**src/rtl/activation_ctrl.sv**
```systemverilog
// -----------------------------------------------------------------------------
// activation_ctrl
//
// Sequencer for the activation datapath. It accepts one configuration per tile
// and holds it stable on the act_* outputs for the whole tile. It streams
// vectors through the datapath's two-stage pipeline and freezes that pipeline
// while the output side applies backpressure.
//
// Optional feature macro: ACTIVATION_CTRL_PERF_EN
//   defined   -> saturating busy-cycle and stall-cycle counters
//   undefined -> stall_cnt_o / active_cnt_o tied to zero, no counter flops
//
// Ports
//   clk_i, rst_i            clock, asynchronous active-high reset
//   cfg_valid_i/cfg_ready_o tile configuration handshake (ready only in IDLE)
//   cfg_activation_i        activation type (0 IDENTITY, 1 GELU, 2 RELU)
//   cfg_len_i               number of vectors in the tile
//   cfg_one/b/c_i           GELU constants
//   cfg_mult/shift/add_i    activation requant parameters
//   in_valid_i/in_ready_o   input vector handshake (data goes to datapath)
//   out_valid_o/out_ready_i output vector handshake (data comes from datapath)
//   act_calc_en_o           datapath stage-1 enable
//   act_calc_en_q_o         datapath stage-2 enable
//   act_*_o                 registered configuration for the datapath
//   busy_o                  controller is not IDLE
//   done_o                  one-cycle pulse at tile end
//   stall_cnt_o             cycles with output stalled (optional)
//   active_cnt_o            cycles with busy_o high (optional)
// -----------------------------------------------------------------------------
module activation_ctrl #(
  parameter int LEN_W  = 16,
  parameter int CNT_W  = 32,
  parameter int ACT_W  = 2,
  parameter int GELU_W = 16,
  parameter int RQC_W  = 8,
  parameter int RQ_W   = 8
) (
  input  logic              clk_i,
  input  logic              rst_i,
  // configuration
  input  logic              cfg_valid_i,
  output logic              cfg_ready_o,
  input  logic [ACT_W-1:0]  cfg_activation_i,
  input  logic [LEN_W-1:0]  cfg_len_i,
  input  logic [GELU_W-1:0] cfg_one_i,
  input  logic [GELU_W-1:0] cfg_b_i,
  input  logic [GELU_W-1:0] cfg_c_i,
  input  logic [RQC_W-1:0]  cfg_mult_i,
  input  logic [RQC_W-1:0]  cfg_shift_i,
  input  logic [RQ_W-1:0]   cfg_add_i,
  // vector stream
  input  logic              in_valid_i,
  output logic              in_ready_o,
  output logic              out_valid_o,
  input  logic              out_ready_i,
  // datapath control
  output logic              act_calc_en_o,
  output logic              act_calc_en_q_o,
  output logic [ACT_W-1:0]  act_activation_o,
  output logic [GELU_W-1:0] act_one_o,
  output logic [GELU_W-1:0] act_b_o,
  output logic [GELU_W-1:0] act_c_o,
  output logic [RQC_W-1:0]  act_mult_o,
  output logic [RQC_W-1:0]  act_shift_o,
  output logic [RQ_W-1:0]   act_add_o,
  // status
  output logic              busy_o,
  output logic              done_o,
  output logic [CNT_W-1:0]  stall_cnt_o,
  output logic [CNT_W-1:0]  active_cnt_o
);

  localparam logic [ACT_W-1:0] ACT_IDENTITY = ACT_W'(0);
  localparam logic [LEN_W-1:0] LEN_ONE      = LEN_W'(1);

  typedef enum logic [1:0] {
    S_IDLE  = 2'd0,
    S_RUN   = 2'd1,
    S_DRAIN = 2'd2,
    S_DONE  = 2'd3
  } state_t;

  state_t           r_state;
  state_t           w_state_nxt;
  logic [LEN_W-1:0] r_len;
  logic [LEN_W-1:0] r_cnt;
  logic [LEN_W-1:0] w_cnt_inc;
  logic             r_v1;
  logic             r_v2;
  logic             w_v1_nxt;
  logic             w_v2_nxt;
  logic             w_adv;
  logic             w_fire_in;
  logic             w_cfg_fire;
  logic             w_last_accept;

  // Handshake and pipeline-advance decode
  assign w_adv         = !r_v2 || out_ready_i;
  assign in_ready_o    = (r_state == S_RUN) && (r_cnt < r_len) && w_adv;
  assign w_fire_in     = in_valid_i && in_ready_o;
  assign w_cfg_fire    = (r_state == S_IDLE) && cfg_valid_i;
  assign w_cnt_inc     = r_cnt + LEN_ONE;
  // r_cnt < r_len whenever w_fire_in is high, so the increment cannot wrap
  assign w_last_accept = w_fire_in && (w_cnt_inc == r_len);

  assign act_calc_en_o   = w_fire_in;
  assign act_calc_en_q_o = r_v1 && w_adv;
  assign out_valid_o     = r_v2;

  assign cfg_ready_o = (r_state == S_IDLE);
  assign busy_o      = (r_state != S_IDLE);
  assign done_o      = (r_state == S_DONE);

  // Next values of the pipeline valid bits (both hold while frozen)
  always_comb begin
    w_v1_nxt = r_v1;
    w_v2_nxt = r_v2;
    if (w_adv) begin
      w_v1_nxt = w_fire_in;
      w_v2_nxt = r_v1;
    end else begin
      w_v1_nxt = r_v1;
      w_v2_nxt = r_v2;
    end
  end

  // Next-state logic
  always_comb begin
    w_state_nxt = r_state;
    case (r_state)
      S_IDLE: begin
        if (cfg_valid_i) begin
          w_state_nxt = S_RUN;
        end else begin
          w_state_nxt = S_IDLE;
        end
      end
      S_RUN: begin
        if (w_last_accept) begin
          w_state_nxt = S_DRAIN;
        end else if (r_cnt == r_len) begin
          // Only reachable for a zero-length tile: nothing to stream or drain
          w_state_nxt = S_DONE;
        end else begin
          w_state_nxt = S_RUN;
        end
      end
      S_DRAIN: begin
        // Look at the post-edge pipeline so DONE lands right after the last
        // output handshake instead of one cycle later
        if (!w_v1_nxt && !w_v2_nxt) begin
          w_state_nxt = S_DONE;
        end else begin
          w_state_nxt = S_DRAIN;
        end
      end
      S_DONE: begin
        w_state_nxt = S_IDLE;
      end
      default: begin
        w_state_nxt = S_IDLE;
      end
    endcase
  end

  // State register
  always_ff @(posedge clk_i or posedge rst_i) begin
    if (rst_i) begin
      r_state <= S_IDLE;
    end else begin
      r_state <= w_state_nxt;
    end
  end

  // Pipeline valid bits
  always_ff @(posedge clk_i or posedge rst_i) begin
    if (rst_i) begin
      r_v1 <= 1'b0;
      r_v2 <= 1'b0;
    end else begin
      r_v1 <= w_v1_nxt;
      r_v2 <= w_v2_nxt;
    end
  end

  // Tile length and accepted-vector count
  always_ff @(posedge clk_i or posedge rst_i) begin
    if (rst_i) begin
      r_len <= '0;
      r_cnt <= '0;
    end else if (w_cfg_fire) begin
      r_len <= cfg_len_i;
      r_cnt <= '0;
    end else if (w_fire_in) begin
      r_cnt <= w_cnt_inc;
    end
  end

  // Configuration registers: loaded only on an IDLE handshake so the datapath
  // never sees a change while vectors are in flight
  always_ff @(posedge clk_i or posedge rst_i) begin
    if (rst_i) begin
      act_activation_o <= ACT_IDENTITY;
      act_one_o        <= '0;
      act_b_o          <= '0;
      act_c_o          <= '0;
      act_mult_o       <= '0;
      act_shift_o      <= '0;
      act_add_o        <= '0;
    end else if (w_cfg_fire) begin
      act_activation_o <= cfg_activation_i;
      act_one_o        <= cfg_one_i;
      act_b_o          <= cfg_b_i;
      act_c_o          <= cfg_c_i;
      act_mult_o       <= cfg_mult_i;
      act_shift_o      <= cfg_shift_i;
      act_add_o        <= cfg_add_i;
    end
  end

`ifdef ACTIVATION_CTRL_PERF_EN
  localparam logic [CNT_W-1:0] CNT_ONE = CNT_W'(1);

  logic [CNT_W-1:0] r_active_cnt;
  logic [CNT_W-1:0] r_stall_cnt;

  // Saturating performance counters, cleared only by reset
  always_ff @(posedge clk_i or posedge rst_i) begin
    if (rst_i) begin
      r_active_cnt <= '0;
      r_stall_cnt  <= '0;
    end else begin
      if (busy_o && (r_active_cnt != '1)) begin
        r_active_cnt <= r_active_cnt + CNT_ONE;
      end
      if (r_v2 && !out_ready_i && (r_stall_cnt != '1)) begin
        r_stall_cnt <= r_stall_cnt + CNT_ONE;
      end
    end
  end

  assign active_cnt_o = r_active_cnt;
  assign stall_cnt_o  = r_stall_cnt;
`else
  assign active_cnt_o = '0;
  assign stall_cnt_o  = '0;
`endif

endmodule

```
**config.mk**
```make
export PLATFORM = sky130hd
export DESIGN_NAME = activation_ctrl
export DESIGN_NICKNAME = d
export VERILOG_FILES = /design/src/rtl/activation_ctrl.sv
export SDC_FILE = /design/constraint.sdc
export NUM_CORES = 1
export LEC_CHECK = 0
export BUFFER_PORTS_ARGS = -buffer_cell sky130_fd_sc_hd__buf_2
export CORE_AREA = 2 2 142 144
export CTS_BUF_LIST = sky130_fd_sc_hd__clkbuf_2 sky130_fd_sc_hd__clkbuf_4 sky130_fd_sc_hd__clkbuf_8
export CTS_CLUSTER_DIAMETER = 80
export DETAILED_ROUTE_END_ITERATION = 8
export DIE_AREA = 0 0 144 146
export PLACE_DENSITY = 0.58
export RECOVER_POWER = 25
export SYNTH_ARGS = -nofsm -noshare
export SYNTH_HDL_FRONTEND = slang
export SYNTH_SLANG_ARGS = --single-unit
```
**constraint.sdc**
```tcl
create_clock -name clk_i -period 7.6 [get_ports clk_i]
set_input_delay 0.38 -clock clk_i [delete_from_list [all_inputs] [get_ports clk_i]]
set_output_delay 0.38 -clock clk_i [all_outputs]
set_load 0.02 [all_outputs]
```
==> results of run 1 <==
power breakdown:
part	total (mW)	internal, mW	switching, mW
logic	0.130	0.0455	0.0847
clock network	0.383	0.157	0.227
registers	0.615	0.594	0.0210
flip-flops by register name, summed over array words and instances, names as in the netlist, named ones only:
name,cells
act_b_o,16
act_mult_o,8
act_shift_o,8
act_activation_o,2
r_v1,1
act_add_o,8
out_valid_o,1
r_cnt,16
act_c_o,16
act_one_o,16
r_state,1
r_len,16
cells in the final DEF (no fill, tap or decap), drive strengths merged, types with 6 or more instances in the layout:
cell | Yosys | layout
nand2 | 264 | 264
buf | 68 | 152
dfrtp | 110 | 110
conb | 1 | 64
o21ai | 38 | 38
clkbuf | 27 | 36
inv | 25 | 26
nor2 | 19 | 19
ha | 17 | 17
xnor2 | 14 | 14
nand3 | 11 | 11
a21oi | 10 | 10
xor2 | 7 | 7
o31ai | 7 | 7
nor3 | 6 | 6
metrics by stage:
stage	hold slack (ns)	power, mW	util	setup slack (ns)
2_1_floorplan	0.449	0.744	-	4.32
3_3_place_gp	0.453	0.757	0.341	4.57
3_5_place_dp	0.457	0.757	0.341	4.50
4_1_cts	0.0693	1.15	0.352	4.37
5_1_grt	0.146	1.19	0.350	4.20
6_report	0.168	1.13	0.350	4.43
critical path, delay by kind of cell (launching register included):
| kind | cells | cell delay (ns) |
|---|---|---|
| flops | 1 | 0.43 |
| simple gates | 3 | 0.94 |
| fa+ha+maj | 1 | 0.33 |
| buf+inv | 2 | 0.43 |
| compound gates | 1 | 0.26 |
cell families (layout without fill, tap and decap cells):
| logic type | count (synthesis) | in the layout | synth area share |
|---|---|---|---|
| flip-flops | 110 | 110 | 0.478 |
| AND/OR/NAND/NOR | 332 | 332 | 0.246 |
| multiplexers | 1 | 1 | 0.00196 |
| buffers and inverters | 120 | 220 | 0.128 |
| adder cells (fa/ha/maj) | 17 | 17 | 0.0370 |
| XOR/XNOR | 21 | 21 | 0.0320 |
| other | 1 | 65 | 0.000652 |
| AO/OA/AOI/OAI | 74 | 74 | 0.0759 |
layer usage:
metal,wire length [µm],part of all wire,vias up
met5,13,0.00092,-
met3,921,0.065,12
li1,-,-,2357
met1,6330,0.45,2167
met4,181,0.013,2
met2,6740,0.48,143
path summary, 6_finish.rpt:
| check | startpoint | to | slack, ns | cells past startpoint |
|---|---|---|---|---|
| worst min register to register | act_mult_o[6]$_DFFE_PP0P_ | act_mult_o[6]$_DFFE_PP0P_ | 0.48 | 2 |
| min in group asynchronous | rst_i | act_b_o[3]$_DFFE_PP0P_ | 0.57 | 2 |
| max in group asynchronous | rst_i | act_one_o[3]$_DFFE_PP0P_ | 5.40 | 3 |
| worst max register to register | r_cnt[15]$_DFFE_PP0P_ | r_cnt[6]$_DFFE_PP0P_ | 4.45 | 9 |
| worst max-delay path | r_cnt[15]$_DFFE_PP0P_ | act_calc_en_o | 4.43 | 7 |
| worst min-delay path | cfg_b_i[4] | act_b_o[4]$_DFFE_PP0P_ | 0.17 | 3 |
final cells by class:
cell class | count | area, µm²
Tap cell | 265 | 332
Sequential cell | 110 | 2750
Multi-Input combinational cell | 509 | 2510
Fill cell | 2096 | 12600
Antenna cell | 1 | 2.50
Inverter | 25 | 95.1
Clock buffer | 9 | 124
Clock inverter | 7 | 81.3
Timing Repair Buffer | 179 | 872
==> qor.csv, run 1 <==
metric,value,unit
status,"finished, violations left",
violations,"capacitance limit, slew limit",
postCtsSetupBuffers,0,
grt_overflow,0,
yosys_register_bits,110,
clk_transition_reported_paths,0.12,ns
cpMaxStageDelayCell,or3_1,
period_share,0.417,
arrival,2.79,ns
synth.most_common_cell,nand2_1,
max_freq,315,MHz
die_x,144,µm
drtIter0Drc,201,
place_congestion,0.785,
yosysTopAreaCell,dfrtp_1,
ioPinCount,240,
grt_use_total,0.136,
fin_area,6770,µm²
synth_ff_type,dfrtp_1,
root_buffer,clkbuf_8,
clockBufferDepth,2,
setup_viol,0,
final_hold_viol_count,0,
async_flop_share,1.00,
fin_crit,3.17,ns
yosysUniqueCellTypes,52,
hp-class,in -> reg,
use_met1,0.179,
viasPerCell,4.24,
yosys-top-cells-count,"263 x nand2_1, 110 x dfrtp_1, 64 x buf_4, 35 x o21ai_0",
busiest_layer,met2,
grt_max_degree,78,
htreeDepth,3,
syn_area_per_cell,8.51,µm²
start_util,0.298,
vdd_drop_max,0.000110,V
antenna_found_initial,2,
cap_violations,1,
wl_per_cell,12.8,µm
synth_cells,676,
rsz0062_at_grt,no,
crit_path_end_kind,primary output,
pwr_density_cell,167,nW/µm²
path_cells,ha_1 -> nand4_1 -> or3_1 -> a211o_1 -> nand4b_1 -> inv_1 -> buf_2,
final_max_slew_viol_count,49,
clk-insertion-delay-late,0.39,ns
cts_made_buffers,9,
ant_nets,0,
power.leakage,3.75,nW
fin_cells,1105,
core-area,19300,µm²
finClkSkew,0.0136,ns
grt_pass1_vias,4360,
first_pass_iters,4,
grt_pass1_wl,22.7,mm
ctsHoldBuffers,0,
drt-total-wl,14.2,mm
syn_to_final_growth,17.6,%
dpl.hpwl,10.0,mm
io_buffers,175,
criticalPathCategory,reg -> out,
synth-seq-area-share,0.478,
relSlewSlack,-0.516,
drive_gt1_frac,0.217,
grt_use_met3,0.0408,
die-height,146,µm
cts_tree,built,
slowest_delay,0.44,ns
vias,4681,
nets,946,
required,7.22,ns
synth_edf_count,0,
rows,51,
ys_top_cells_by_area,"dfrtp_1 48%, nand2_1 17%, buf_4 8.4%, ha_1 3.7%, o21ai_0 3.0%",
start_kind,flip-flop,
cp_max_fo,11,
drc,0,
dp.cells,1088,
tightest_slew,2.26,ns
finalSetupTns,0,ns
cts_resized,0,
dpl-instance-area,6590,µm²
synth_top_area_frac,0.478,
numClockSinks,110,
yosys_warnings,0,
grtUsageMet2,0.216,
netlist_area,5750,µm²
design.die.area,21000,µm²
Power figures use the tool's default switching activity.
==> run 2: changes to the inputs <==
==> constraint.sdc (replaced) <==
create_clock -name clk_i -period 3.1 [get_ports clk_i]
set_input_delay 0.155 -clock clk_i [delete_from_list [all_inputs] [get_ports clk_i]]
set_output_delay 0.155 -clock clk_i [all_outputs]
set_load 0.02 [all_outputs]
==> run 2 against run 1 <==
The flow still finishes with violations (capacitance limit, slew limit). Critical path depth increased by 1. Global-route usage rose by 1.2 points. Via count grew 9.8%. Sequential share of layout area fell by 5.2 points. Combinational power increased to 3.2 times the previous value. Clock power grew 150%. Final cell count grew 8.5%. Clock skew up 0.0031 ns. Die area did not move. Critical path type unchanged. Largest cell class unchanged.
==> qor.csv, run 2 (synthesized netlist as in run 1, its figures left out) <==
metric,value,unit
final_hold_viol_count,0,
tightest_slew,1.57,ns
criticalPathCategory,reg -> out,
drt-total-wl,15.5,mm
clk_transition_reported_paths,0.12,ns
drc,0,
dp.cells,1092,
wl_per_cell,12.9,µm
fin_cells,1199,
nets,1041,
first_pass_iters,4,
vdd_drop_max,0.000202,V
pwr_density_cell,371,nW/µm²
viasPerCell,4.29,
numClockSinks,110,
path_common_cell,inv_1,
core-area,19300,µm²
vias,5142,
cp_max_fo,6,
final_common_cell,nand2_1,
hp-class,in -> reg,
grt_overflow,0,
dpl.hpwl,10.0,mm
slowest_delay,0.44,ns
grt_use_met3,0.0257,
cts_tree,built,
arrival,2.61,ns
cts_made_buffers,9,
design.die.area,21000,µm²
ioPinCount,240,
htreeDepth,3,
die_x,144,µm
root_buffer,clkbuf_8,
use_met1,0.185,
layout_common_cells,"262 x nand2_1, 174 x buf_2, 110 x dfrtp_1",
grt_pass1_wl,25.0,mm
clockBufferDepth,2,
grt_max_degree,111,
grt_use_total,0.147,
final_max_slew_viol_count,111,
grt_pass1_vias,5081,
clk-insertion-delay-late,0.39,ns
setup_viol,0,
regArea,2750,µm²
ant_nets,0,
drive_gt1_frac,0.227,
violations,"capacitance limit, slew limit",
rows,51,
multi_input_area,2510,µm²
cap_violations,1,
io_buffers,175,
diodes,0,
syn_to_final_growth,34.8,%
path_cells,inv_1 -> ha_1 -> nand4_1 -> or3_1 -> a211o_1 -> nand4b_1 -> inv_1 -> buf_2,
drtIter0Drc,262,
path_delay_family,simple AND/OR/NAND/NOR gates,
cpMaxStageDelayCell,or3_1,
die-height,146,µm
fin_crit,2.77,ns
start_kind,flip-flop,
crit_path_end_kind,primary output,
nFillCells,1944,
period_share,0.893,
place_congestion,0.808,
antenna_found_initial,0,
grtUsageMet2,0.251,
relSlewSlack,-0.0438,
rsz0062_at_grt,no,
power.leakage,4.27,nW
path_buf_inv,3,
finalSetupTns,0,ns
max_freq,361,MHz
required,2.94,ns
finClkSkew,0.0168,ns
start_util,0.298,
busiest_layer,met2,
status,"finished, violations left",
[run 2: cell count changes in the layout (fill, tap and decap cells not counted), sizes merged]
cell	delta
dlygate4sd3	+91
buf	+29
clkbuf	-24
clkinvlp	-2
diode	-1
inv	+1
[run 2: routing by layer]
metal	up-vias	wire length (µm)
li1	2543	-
met1	2398	6660
met2	176	7710
met3	25	772
met4	0	314
met5	-	0
[run 2: repair_timing]
item,CTS,global route
hold buffers,91,0
setup endpoints to repair,0,0
hold endpoints to repair,200,0
resized for setup,0,0
buffers inserted,0,0
[run 2: worst reg2reg max path: cells and delay by family (launching register included)]
family	cells	cell delay, ns
DFF	1	0.47
xor gates and xnor gates	2	0.29
and+or+nand+nor	4	1.29
AOI/OAI and AO/OA	1	0.19
adders and majority gates	1	0.31
[run 2: metrics by stage]
stage	util	total power, mW	hold slack (ns)	instance area, µm²	worst slack [ns]
final	0.401	2.87	0.103	7750	0.331
after global routing	0.401	3.03	0.0905	7750	0.193
after CTS	0.402	2.93	0.0744	7770	0.313
after detailed placement	0.344	1.86	0.348	6650	0.477
after global placement	0.344	1.85	0.345	6650	0.575
after floorplan	-	1.82	0.260	5990	0.0427
[run 2: report_power, final]
group          internal (mW)  total [mW]  switching, mW
Sequential              1.46        1.50         0.0480
Clock                  0.400       0.952          0.553
Combinational          0.190       0.417          0.227
[run 2: final timing paths]
check	start	to	slack (ns)	cells after the start
worst min-delay path	cfg_valid_i	r_state[0]$_DFF_PP0_	0.10	3
worst min register to register	act_one_o[9]$_DFFE_PP0P_	act_one_o[9]$_DFFE_PP0P_	0.48	2
max in group asynchronous	rst_i	act_one_o[11]$_DFFE_PP0P_	1.25	4
min in group asynchronous	rst_i	act_c_o[10]$_DFFE_PP0P_	0.82	4
worst max register to register	r_cnt[0]$_DFFE_PP0P_	flip-flop	0.49	8
worst max-delay path	r_len[13]$_DFFE_PP0P_	act_calc_en_o	0.33	8
[run 2: cell type report]
| class | instances | area share |
|---|---|---|
| clock buffer | 10 | 0.0169 |
| clock inverter | 6 | 0.0100 |
| inverter | 25 | 0.0123 |
| multi-input combinational | 509 | 0.323 |
| sequential | 110 | 0.355 |
| tap | 265 | 0.0428 |
| timing repair buffer | 274 | 0.240 |
==> run 3: changes to the inputs <==
--- a/config.mk
+++ b/config.mk
@@ -6,11 +6,11 @@
 export NUM_CORES = 1
 export LEC_CHECK = 0
 export BUFFER_PORTS_ARGS = -buffer_cell sky130_fd_sc_hd__buf_2
-export CORE_AREA = 2 2 142 144
+export CORE_AREA = 2 2 121 169
 export CTS_BUF_LIST = sky130_fd_sc_hd__clkbuf_2 sky130_fd_sc_hd__clkbuf_4 sky130_fd_sc_hd__clkbuf_8
 export CTS_CLUSTER_DIAMETER = 80
 export DETAILED_ROUTE_END_ITERATION = 8
-export DIE_AREA = 0 0 144 146
+export DIE_AREA = 0 0 123 171
 export PLACE_DENSITY = 0.58
 export RECOVER_POWER = 25
 export SYNTH_ARGS = -nofsm -noshare
==> constraint.sdc (replaced) <==
create_clock -name clk_i -period 3.35 [get_ports clk_i]
set_input_delay 0.1675 -clock clk_i [delete_from_list [all_inputs] [get_ports clk_i]]
set_output_delay 0.1675 -clock clk_i [all_outputs]
set_load 0.02 [all_outputs]
==> run 3 against run 2 <==
The flow still finishes with violations (capacitance limit, slew limit). Die area about the same. Non-clock buffer count down 12. Routed wire length up 0.45%. Via count down 1.5%. Combinational power down 10%. Cell area down 2.8%. Critical path depth unchanged. Sequential power down 7%.
==> qor.csv, run 3 (synthesized netlist as in run 1, its figures left out) <==
metric,value,unit
violations,"capacitance limit, slew limit",
grt_pass1_vias,5023,
start_util,0.292,
final_common_cell,nand2_1,
drc,0,
cap_violations,1,
numClockSinks,110,
design.die.area,21000,µm²
fin_crit,2.89,ns
final_hold_viol_count,0,
cts_tree,built,
arrival,2.73,ns
finClkSkew,0.00962,ns
core-area,19700,µm²
rsz0062_at_grt,no,
io_buffers,175,
reg2reg_depth,8,
viasPerCell,4.32,
r2r-start,r_cnt[0]$_DFFE_PP0P_,
drt-total-wl,15.5,mm
syn_to_final_growth,30.9,%
die_x,123,µm
fin_cells,1174,
drtIter0Drc,171,
setup_viol,0,
postCtsSetupBuffers,0,
max_freq,345,MHz
grt_pass1_wl,24.8,mm
required,3.18,ns
nFillCells,2038,
dp.cells,1076,
clockBufferDepth,2,
ant_nets,0,
power,2.55,mW
relSlewSlack,-0.666,
final_util,0.383,
power.leakage,3.95,nW
cts_made_buffers,9,
hp-class,in -> reg,
cp_max_fo,18,
period_share,0.864,
status,"finished, violations left",
cts_resized,0,
grt_use_total,0.150,
vias,5066,
pwr_density_cell,339,nW/µm²
grt_max_degree,78,
criticalPathCategory,reg -> out,
holdPathEnd,r_len[3]$_DFFE_PP0P_,
place_congestion,0.796,
hold_path_depth,3,
reg2reg_slack,0.75,ns
first_pass_iters,4,
grt_overflow,0,
dpl.hpwl,10.7,mm
die-height,171,µm
layout_common_cells,"262 x nand2_1, 114 x buf_2, 110 x dfrtp_1",
clk-insertion-delay-late,0.38,ns
htreeDepth,3,
clk_transition_reported_paths,0.11,ns
ioPinCount,240,
start_kind,flip-flop,
antenna_found_initial,1,
final_max_slew_viol_count,64,
drive_gt1_frac,0.160,
nets,1029,
rows,61,
ctsHoldBuffers,82,
root_buffer,clkbuf_8,
whs,0.0161,ns
wl_per_cell,13.2,µm
tightest_slew,2.50,ns
finalSetupTns,0,ns
vdd_drop_max,0.000198,V
crit_path_end_kind,primary output,
hold_start,cfg_len_i[3],
==> run 3: cell types whose count changed in the layout (fill, tap and decap cells not counted), moves of 2 or more <==
cell	change
clkbuf_4	-2
buf_4	-3
dlygate4sd3_1	-9
inv_6	+2
clkbuf_1	+60
buf_2	-60
inv_8	-2
==> run 3: critical path, cell delays in order (launching register included) <==
cell	delay, ns
dfrtp_1	0.44
ha_1	0.33
nand4_1	0.14
or3_1	0.44
a211o_1	0.26
nand4b_1	0.14
buf_4	0.25
inv_1	0.17
buf_2	0.19
==> run 3: area by class of cell <==
class / instances / area [µm²] / share of cell area
repair buffers: 262 / 1680 / 0.223
well taps: 252 / 315 / 0.0419
multi-input cells: 509 / 2510 / 0.333
inverters: 25 / 93.8 / 0.0125
flip-flops and latches: 110 / 2750 / 0.365
diodes: 1 / 2.50 / 0.000332
clock buffers: 9 / 124 / 0.0164
clock inverters: 6 / 56.3 / 0.00747
==> run 3: worst max path at each step <==
stage | from | endpoint | slack (ns) | depth (start not counted)
6_report | r_cnt[15]$_DFFE_PP0P_ | act_calc_en_o | 0.46 | 8
2_1_floorplan | rst_i | async pin | 0.28 | 1
3_3_place_gp | r_cnt[0]$_DFFE_PP0P_ | flip-flop | 0.76 | 8
5_1_grt | rst_i | act_shift_o[2]$_DFFE_PP0P_ | 0.15 | 3
3_5_place_dp | r_cnt[0]$_DFFE_PP0P_ | flip-flop | 0.77 | 8
4_1_cts | r_cnt[15]$_DFFE_PP0P_ | act_calc_en_o | 0.41 | 8
==> run 3: per-stage QoR <==
step           area (µm²)  setup WS [ns]
2_1_floorplan        5990          0.280
3_3_place_gp         6610          0.759
3_5_place_dp         6610          0.771
4_1_cts              7610          0.410
5_1_grt              7530          0.153
6_report             7530          0.455
==> run 3: power by group <==
part           leakage [nW]  switching (mW)  total [mW]  internal (mW)
Clock                0.0932           0.500       0.783          0.282
Combinational          2.42           0.206       0.374          0.169
Sequential             1.44          0.0450        1.39           1.35
==> run 3: layer usage <==
layer  up-vias  GRT usage  wire length (µm)  share of wire
li1       2515          -                 -              -
met1      2372      0.169              6000           0.39
met2       153      0.274              8550           0.55
met3        26     0.0263               574          0.037
met4         0     0.0583               410          0.026
met5         -          0                 0              0
